<file path="src/rtl/instr_fetch.sv">
// -----------------------------------------------------------------------------
// instr_fetch
//
// This is the instruction fetch stage. It holds the fetch PC and drives the
// word address of the program ROM. It captures the ROM's combinational read
// data and hands {pc, instruction} pairs to decode through a 2-entry FIFO
// with a valid/ready handshake. A redirect port serves branches and jumps.
// A misaligned redirect target puts the stage into a sticky FAULT state,
// which only RST clears.
//
// Parameters:
//   ADDR_W    ROM word-address width (ROM depth is 2^ADDR_W x 32 bits)
//   RESET_PC  byte PC loaded on reset; must be word-aligned
//
// Ports:
//   CLK             clock; all state updates on the rising edge
//   RST             synchronous active-high reset
//   address         ROM word address, taken from fetch_pc[ADDR_W+1:2]
//   instruccion     ROM read data, valid in the same cycle as address
//   redirect_valid  load redirect_pc as the new fetch PC this cycle
//   redirect_pc     redirect target byte address
//   out_valid       FIFO head holds a valid instruction
//   out_ready       decode accepts the head this cycle
//   out_instr       head instruction; zero when out_valid is low
//   out_pc          head byte PC; zero when out_valid is low
//   fault           sticky misaligned-redirect flag
// -----------------------------------------------------------------------------
module instr_fetch #(
  parameter int          ADDR_W   = 10,
  parameter logic [31:0] RESET_PC = 32'h0000_0000
) (
  input  logic              CLK,
  input  logic              RST,
  output logic [ADDR_W-1:0] address,
  input  logic [31:0]       instruccion,
  input  logic              redirect_valid,
  input  logic [31:0]       redirect_pc,
  output logic              out_valid,
  input  logic              out_ready,
  output logic [31:0]       out_instr,
  output logic [31:0]       out_pc,
  output logic              fault
);

  typedef enum logic {
    RUN   = 1'b0,
    FAULT = 1'b1
  } state_t;

  state_t      state_q, state_d;
  logic [31:0] fetch_pc_q, fetch_pc_d;
  logic [1:0]  count_q, count_d;
  logic        head_q, head_d;
  logic        tail_q, tail_d;
  logic [31:0] buf_pc_q [2];
  logic [31:0] buf_pc_d [2];
  logic [31:0] buf_instr_q [2];
  logic [31:0] buf_instr_d [2];

  logic push;
  logic pop;

  // All outputs come from registered state only. The ROM data never reaches
  // decode in the same cycle it is read.
  assign address   = fetch_pc_q[ADDR_W+1:2];
  assign out_valid = (state_q == RUN) && (count_q != 2'd0);
  assign out_pc    = out_valid ? buf_pc_q[head_q]    : 32'h0;
  assign out_instr = out_valid ? buf_instr_q[head_q] : 32'h0;
  assign fault     = (state_q == FAULT);

  // Next-state logic.
  // A redirect takes priority over normal fetch. A pop in the same cycle as
  // a redirect still completes on the decode side; its entry disappears
  // along with the rest of the flushed FIFO.
  // When the FIFO is full and nothing pops, the PC holds, so the same ROM
  // word is read again next cycle.
  always_comb begin
    state_d     = state_q;
    fetch_pc_d  = fetch_pc_q;
    count_d     = count_q;
    head_d      = head_q;
    tail_d      = tail_q;
    buf_pc_d    = buf_pc_q;
    buf_instr_d = buf_instr_q;
    pop         = 1'b0;
    push        = 1'b0;

    if (state_q == RUN) begin
      if (redirect_valid) begin
        count_d = 2'd0;
        head_d  = 1'b0;
        tail_d  = 1'b0;
        if (redirect_pc[1:0] == 2'b00) begin
          fetch_pc_d = redirect_pc;
        end else begin
          state_d = FAULT;
        end
      end else begin
        pop  = out_valid & out_ready;
        push = (count_q < 2'd2) | pop;
        if (push) begin
          buf_pc_d[tail_q]    = fetch_pc_q;
          buf_instr_d[tail_q] = instruccion;
          tail_d              = ~tail_q;
          fetch_pc_d          = fetch_pc_q + 32'd4;
        end
        if (pop) begin
          head_d = ~head_q;
        end
        count_d = count_q + {1'b0, push} - {1'b0, pop};
      end
    end
  end

  // State registers with synchronous reset. Reset wins over everything,
  // including the FAULT state.
  always_ff @(posedge CLK) begin
    if (RST) begin
      state_q        <= RUN;
      fetch_pc_q     <= RESET_PC;
      count_q        <= 2'd0;
      head_q         <= 1'b0;
      tail_q         <= 1'b0;
      buf_pc_q[0]    <= 32'h0;
      buf_pc_q[1]    <= 32'h0;
      buf_instr_q[0] <= 32'h0;
      buf_instr_q[1] <= 32'h0;
    end else begin
      state_q     <= state_d;
      fetch_pc_q  <= fetch_pc_d;
      count_q     <= count_d;
      head_q      <= head_d;
      tail_q      <= tail_d;
      buf_pc_q    <= buf_pc_d;
      buf_instr_q <= buf_instr_d;
    end
  end

endmodule

</file>
<file path="config.mk">
export PLATFORM = sky130hd
export DESIGN_NAME = instr_fetch
export DESIGN_NICKNAME = d
export VERILOG_FILES = /design/src/rtl/instr_fetch.sv
export SDC_FILE = /design/constraint.sdc
export NUM_CORES = 1
export LEC_CHECK = 0
export BUFFER_PORTS_ARGS = -buffer_cell sky130_fd_sc_hd__buf_4
export CAP_MARGIN = 20
export CORE_ASPECT_RATIO = 0.75
export CORE_MARGIN = 10
export CORE_UTILIZATION = 40
export DETAILED_ROUTE_END_ITERATION = 12
export GPL_TIMING_DRIVEN = 1
export PLACE_DENSITY = 0.71
export SLEW_MARGIN = 15
export SYNTH_ARGS = -nofsm -noshare
export SYNTH_HDL_FRONTEND = slang
export SYNTH_SLANG_ARGS = --single-unit
</file>
<file path="constraint.sdc">
create_clock -name CLK -period 2.7 [get_ports CLK]
set_input_delay 0.54 -clock CLK [delete_from_list [all_inputs] [get_ports CLK]]
set_output_delay 0.54 -clock CLK [all_outputs]
set_load 0.03 [all_outputs]
</file>
==> flow_metrics.py, run 1 <==
metrics = {
    "status": {
        "status": "complete, no violations",
    },
    "pwr": {
        "p_leak_nw": 3.438,
        "p_int_mw": 4.220,
        "finalPower_mw": 5.737,
        "swShare_pct": 26.45,
        "p_switching_mw": 1.517,
        "clkPwrFrac_pct": 42.6,
        "p_seq_share_pct": 45.5,
        "power_per_cell_area_mw_per_mm2": 602.3,
        "irDropWorstVdd_mv": 0.3434,
        "combPwrFrac_pct": 11.8,
    },
    "detailed_routing": {
        "wl_per_cell_um": 16.47,
        "first_pass_iters": 5,
        "routed_wl_mm": 22.44,
        "viasPerCell": 5.291,
        "vias": 7207,
        "drt_iter0_markers": 526,
        "drc": 0,
        "detail-route-antenna-nets": 0,
    },
    "clocking": {
        "post_cts.repair.setup_buffers": 0,
        "cts_tree": "yes",
        "cts_sinks": 165,
        "hold_buffers": 0,
        "root_buffer": "clkbuf_16",
        "cts_max_level": 4,
        "clk_pin_slew_ps": 70,
        "insertion_delay_ps": 430,
        "cts_inserted_buffers": 17,
        "max-clock-path-buffers": 2,
        "cts_resized": 0,
    },
    "floorplan": {
        "die-area_mm2": 0.02515,
        "core_area_mm2": 0.01867,
        "io_pins": 144,
        "die_w_um": 179.8,
        "fp-row-count": 43,
        "die-height_um": 139.9,
        "start_util_pct": 41.05,
    },
    "sta": {
        "finalSetupTns_ps": 0,
        "rsz0062_at_grt": "false",
        "finalSetupViolations": 0,
        "fin_skew_ps": 6.825,
        "slew_headroom_pct": 48.48,
        "finalCritPeriodShare_pct": 94.31,
        "tightest_slew_ps": 769.9,
        "drv_slew": 0,
        "max_freq_ghz": 0.3927,
        "post-route-min-period_ps": 2546,
        "hold_viol": 0,
    },
    "hold_path": {
        "worstHoldPathType": "in -> reg",
        "hold_depth": 3,
    },
    "synthesis": {
        "syn_area_mm2": 0.007664,
        "ys_ff_latch": 165,
        "syn_nets": 1071,
        "ys_warn_count": 0,
        "yosys.area.top_type": "dfxtp_1",
        "synth_edf_count": 0,
        "yosysSeqAreaShare_pct": 43.10,
        "syn_area_per_cell_um2": 7.656,
        "synthCells": 1001,
        "async_flop_share_pct": 0,
        "synth_top_area_share_pct": 43.10,
        "synth_cell_types": 57,
        "ys_dominant_reg_cell": "dfxtp_1",
        "synth_area_leaders": "dfxtp_1 43%, nand2_1 14%, a21oi_1 10%, mux2i_1 8.6%, nor2_1 4.7%",
    },
    "flow_run": {
        "cap_viol_max_count": 0,
    },
    "setup_path": {
        "cp.arrival_ps": 2010,
        "cp.buffers_inverters": 3,
        "slowest_stage": "dfxtp_1",
        "cp_max_fo": 23,
        "path_cells": "inv_1, o21ai_4, buf_12, nor2_1, buf_4",
        "crit_path_end_kind": "primary output",
        "slowest_delay_ps": 570,
        "crit_family": "buffers and inverters",
        "required_ps": 2160,
        "cp-start-kind": "flip-flop",
        "rr_worst_depth": 6,
        "cp_num_cells": 5,
        "path_class": "reg -> out",
    },
    "global_routing": {
        "antenna_found_initial": 0,
        "grt_overflow": 0,
        "grt_pass1_vias": 6958,
        "grt_start_max_net_pins": 65,
        "grtUsageTotal_pct": 17.27,
        "grt_pass1_wl_mm": 36.28,
    },
    "final_layout": {
        "num_antenna_cells": 0,
        "final_cell_mix": "277 x nand2_1, 166 x buf_4, 164 x dfxtp_1",
        "layout_commonest_cell": "nand2_1",
        "syn_to_final_growth_pct": 24.28,
        "num-nets-final": 1172,
        "nFillCells": 1787,
        "drive_gt1_share_pct": 20.00,
        "fin_cells": 1362,
    },
    "placed_design": {
        "dp_hpwl_mm": 14.99,
        "place_congestion": 0.8146,
        "portBuffers": 143,
        "dp_cells": 1330,
    },
}
## worst reg2reg max path: cells and delay by family (launching register included)
kind            cells  cell delay [ps]
fa+ha+maj           1              270
simple gates        4             1030
compound gates      1              330
flops               1              520
## worst paths after layout
path | slack (ps) | start | to
max | 150 | fault | out_instr[27]
min | 360 | instruccion[11] | buf_instr_q[43]
max reg2reg | 440 | fetch_pc_q[3] | fetch_pc_q[30]
min reg2reg | 450 | buf_instr_q[54] | buf_instr_q[54]
## routing by layer
layer / global-route usage [%] / share of wire [%] / vias to the layer above
met5: 0 / 0 / -
met4: 5.384 / 1.4 / 0
met3: 4.560 / 7.3 / 24
met2: 26.26 / 45 / 238
met1: 23.27 / 47 / 3343
li1: - / - / 3602
## stage by stage
stage	setup slack (ps)	hold slack (ps)	instance area (µm²)	utilization [%]
2_1_floorplan	566.6	435.7	7664	-
4_1_cts	116.5	348.6	9524	51.02
5_1_grt	42.35	347.0	9524	51.02
3_5_place_dp	438.9	445.8	8929	47.83
6_report	153.6	362.6	9524	51.02
3_3_place_gp	478.1	441.0	8929	47.83
## cell type report
| type | instances | area [µm²] | area share, % |
|---|---|---|---|
| tap | 247 | 309.0 | 3.245 |
| clock buffer | 21 | 470.5 | 4.940 |
| clock inverter | 11 | 125.1 | 1.314 |
| sequential | 165 | 3307 | 34.72 |
| inverter | 6 | 22.52 | 0.2365 |
| timing repair buffer | 171 | 1346 | 14.14 |
| multi-input combinational | 741 | 3944 | 41.41 |
## Yosys cell counts (all sizes together), types with 5 or more instances
cell,count
nand2,279
dfxtp,165
a21oi,157
nor2,96
mux2i,66
buf,52
clkbuf,37
o21ai,19
nand3,16
nor3,13
and3,9
a211oi,7
inv,6
nand4,6
a2111oi,5
nor3b,5
or4,5
## power groups by stage
stage	clock, mW	combinational, mW	sequential (mW)
2_1_floorplan	0	0.433	2.64
3_3_place_gp	0	0.672	2.66
3_5_place_dp	0	0.680	2.66
4_1_cts	2.49	0.682	2.61
5_1_grt	2.60	0.744	2.62
6_report	2.45	0.679	2.61
## flip-flops by register name, summed over array words and instances (netlist names)
signal and flops:
buf_instr_q 64, tail_q 1, buf_pc_q 64, head_q 1
fault 1, count_q 2, fetch_pc_q 32
## kinds of logic after synthesis
logic type	share of synthesized area (%)
mux	8.620
simple gates	25.81
buf+inv	5.730
compound gates	16.41
fa+ha+maj	0.3265
flops	43.10
(Power assumes the default switching activity.)
==> inputs of run 2 (changes only) <==
--- a/config.mk
+++ b/config.mk
@@ -5,6 +5,7 @@
 export SDC_FILE = /design/constraint.sdc
 export NUM_CORES = 1
 export LEC_CHECK = 0
+export ABC_AREA = 1
 export BUFFER_PORTS_ARGS = -buffer_cell sky130_fd_sc_hd__buf_4
 export CAP_MARGIN = 20
 export CORE_ASPECT_RATIO = 0.75
@@ -12,7 +13,7 @@
 export CORE_UTILIZATION = 40
 export DETAILED_ROUTE_END_ITERATION = 12
 export GPL_TIMING_DRIVEN = 1
-export PLACE_DENSITY = 0.71
+export PLACE_DENSITY = 0.7
 export SLEW_MARGIN = 15
 export SYNTH_ARGS = -nofsm -noshare
 export SYNTH_HDL_FRONTEND = slang
==> flow_metrics.py, run 2 <==
metrics = {
    "setup_path": {
        "cp.buffers_inverters": 3,
        "cp_num_cells": 6,
        "slowest_stage": "dfxtp_1",
        "rr_worst_depth": 10,
        "cp_max_fo": 22,
        "crit_family": "buffers and inverters",
        "cp.arrival_ps": 1870,
        "cp-start-kind": "flip-flop",
        "crit_path_end_kind": "primary output",
        "slowest_delay_ps": 400,
        "required_ps": 2160,
        "cp_common_cell": "buf_4",
        "path_class": "reg -> out",
        "path_cells": "nor2_1, nor2_4, buf_4, nand2_1, inv_1, buf_4",
    },
    "detailed_routing": {
        "drc": 0,
        "wl_met2_mm": 9.782,
        "first_pass_iters": 5,
        "top_layer_used": "met4",
        "viasPerCell": 4.795,
        "wl_met1_mm": 11.01,
        "routed_wl_mm": 22.25,
        "vias": 8012,
        "drt_iter0_markers": 660,
        "wl_per_cell_um": 13.31,
        "wl_met3_mm": 1.303,
        "detail-route-antenna-nets": 0,
    },
    "final_layout": {
        "syn_to_final_growth_pct": 20.89,
        "num-nets-final": 1446,
        "reg_top3": "buf_instr_q: 64 flops, buf_pc_q: 64 flops, fetch_pc_q: 32 flops",
        "multi_input_area_mm2": 0.003696,
        "final_cell_mix": "277 x nand2_1, 221 x inv_1, 165 x a21oi_1",
        "drive_gt1_share_pct": 15.77,
        "seqCellArea_mm2": 0.003307,
        "num_antenna_cells": 0,
        "layout_commonest_cell": "nand2_1",
        "nFillCells": 2106,
    },
    "synthesis": {
        "syn_area_per_cell_um2": 6.458,
        "yosysSeqAreaShare_pct": 39.65,
        "ys_ff_latch": 165,
        "yosys.area.top_type": "dfxtp_1",
        "synth_top_area_share_pct": 39.65,
        "syn_nets": 1360,
        "synth_common_cells": "277 x nand2_1, 222 x inv_1, 165 x a21oi_1, 165 x dfxtp_1, 113 x o21ai_1",
        "synth.most_common_cell": "nand2_1",
        "synth_area_leaders": "dfxtp_1 40%, nand2_1 12%, inv_1 10%, a21oi_1 9.9%, o21ai_1 6.8%",
        "ys_warn_count": 0,
        "ys_dominant_reg_cell": "dfxtp_1",
        "syn_area_mm2": 0.008330,
        "synth_edf_count": 0,
        "async_flop_share_pct": 0,
        "synthCells": 1290,
        "synth_cell_types": 29,
    },
    "floorplan": {
        "start_util_pct": 40.87,
        "fp-row-count": 45,
        "core_area_mm2": 0.02038,
        "io_pins": 144,
        "die-area_mm2": 0.02706,
        "die-height_um": 145.0,
        "die_w_um": 186.6,
    },
    "clocking": {
        "hold_buffers": 0,
        "cts_max_level": 4,
        "root_buffer": "clkbuf_16",
        "max-clock-path-buffers": 2,
        "clk_pin_slew_ps": 70,
        "cts_tree": "yes",
        "post_cts.repair.setup_buffers": 0,
        "cts_resized": 0,
        "cts_sinks": 165,
        "cts_inserted_buffers": 17,
        "insertion_delay_ps": 430,
    },
    "sta": {
        "drv_slew": 0,
        "finalSetupTns_ps": 0,
        "max_freq_ghz": 0.4157,
        "slew_headroom_pct": 57.11,
        "rsz0062_at_grt": "false",
        "finalSetupViolations": 0,
        "post-route-min-period_ps": 2406,
        "setup_slack_ps": 294.2,
        "tightest_slew_ps": 643.4,
        "fin_skew_ps": 11.71,
        "hold_ws_ps": 382.4,
        "hold_viol": 0,
        "finalCritPeriodShare_pct": 89.10,
    },
    "hold_path": {
        "hold_depth": 3,
        "worstHoldPathType": "in -> reg",
    },
    "pwr": {
        "power_per_cell_area_mw_per_mm2": 594.7,
        "p_leak_nw": 4.378,
        "irDropWorstVdd_mv": 0.3574,
    },
    "placed_design": {
        "place_congestion": 0.9037,
        "dp_hpwl_mm": 15.81,
        "portBuffers": 143,
        "detailedPlace.worstSlack_ps": 618.9,
    },
    "global_routing": {
        "grt_pass1_vias": 7269,
        "antenna_found_initial": 0,
        "grt_start_max_net_pins": 81,
        "grtUsageTotal_pct": 16.03,
        "grt_pass1_wl_mm": 36.89,
        "grt_overflow": 0,
    },
    "status": {
        "status": "complete, no violations",
    },
    "flow_run": {
        "cap_viol_max_count": 0,
    },
}
==> run 2: power by group <==
part,internal (mW),switching [mW],total [mW]
Sequential,2.60,0.122,2.73
Clock,1.29,1.08,2.37
Combinational,0.337,0.557,0.893
==> run 2: worst register-to-register path: stages, from the launching register on <==
cell	delay [ps]
dfxtp_1	490
ha_1	250
nand2_1	100
nor2_1	210
nand2_2	180
nor2_2	280
nand2_1	90
nand2_1	60
nand3_1	70
nand2_1	90
a21oi_2	50
==> run 2: worst paths after layout <==
kind                   startpoint  slack, ps               to
setup / recovery       count_q[1]        290       out_pc[13]
setup reg to reg    fetch_pc_q[2]        720   fetch_pc_q[28]
hold reg to reg    buf_instr_q[4]        440   buf_instr_q[4]
hold / removal    instruccion[21]        380  buf_instr_q[21]
==> run 2: through the flow <==
step | power (mW) | utilization [%] | cells | area [µm²]
floorplan | 3.385 | - | 1290 | 8330
global placement | 3.657 | 46.60 | 1639 | 9498
detailed placement | 3.680 | 46.60 | 1639 | 9498
CTS | 6.038 | 49.41 | 1671 | 10070
global route | 6.293 | 49.41 | 1671 | 10070
finish | 5.989 | 49.41 | 1671 | 10070
==> run 2: kinds of logic after synthesis <==
logic type	count (synthesis)	share of synthesized area, %
adder cells (fa/ha/maj)	2	0.3003
AO/OA/AOI/OAI	385	23.25
XOR/XNOR	1	0.1052
buffers and inverters	319	16.24
flip-flops	165	39.65
AND/OR/NAND/NOR	418	20.46
==> run 2: final cells by class <==
| type | instances | share of cell area, % |
|---|---|---|
| inverters | 229 | 8.573 |
| clock inverters | 15 | 1.466 |
| multi-input cells | 806 | 36.70 |
| clock buffers | 17 | 4.224 |
| well taps | 282 | 3.504 |
| repair buffers | 157 | 12.70 |
| flip-flops and latches | 165 | 32.84 |
==> run 2: layer usage <==
layer	vias up	track usage [%]
li1	4222	-
met1	3565	22.41
met2	210	24.45
met3	15	4.113
met4	0	2.896
met5	-	0
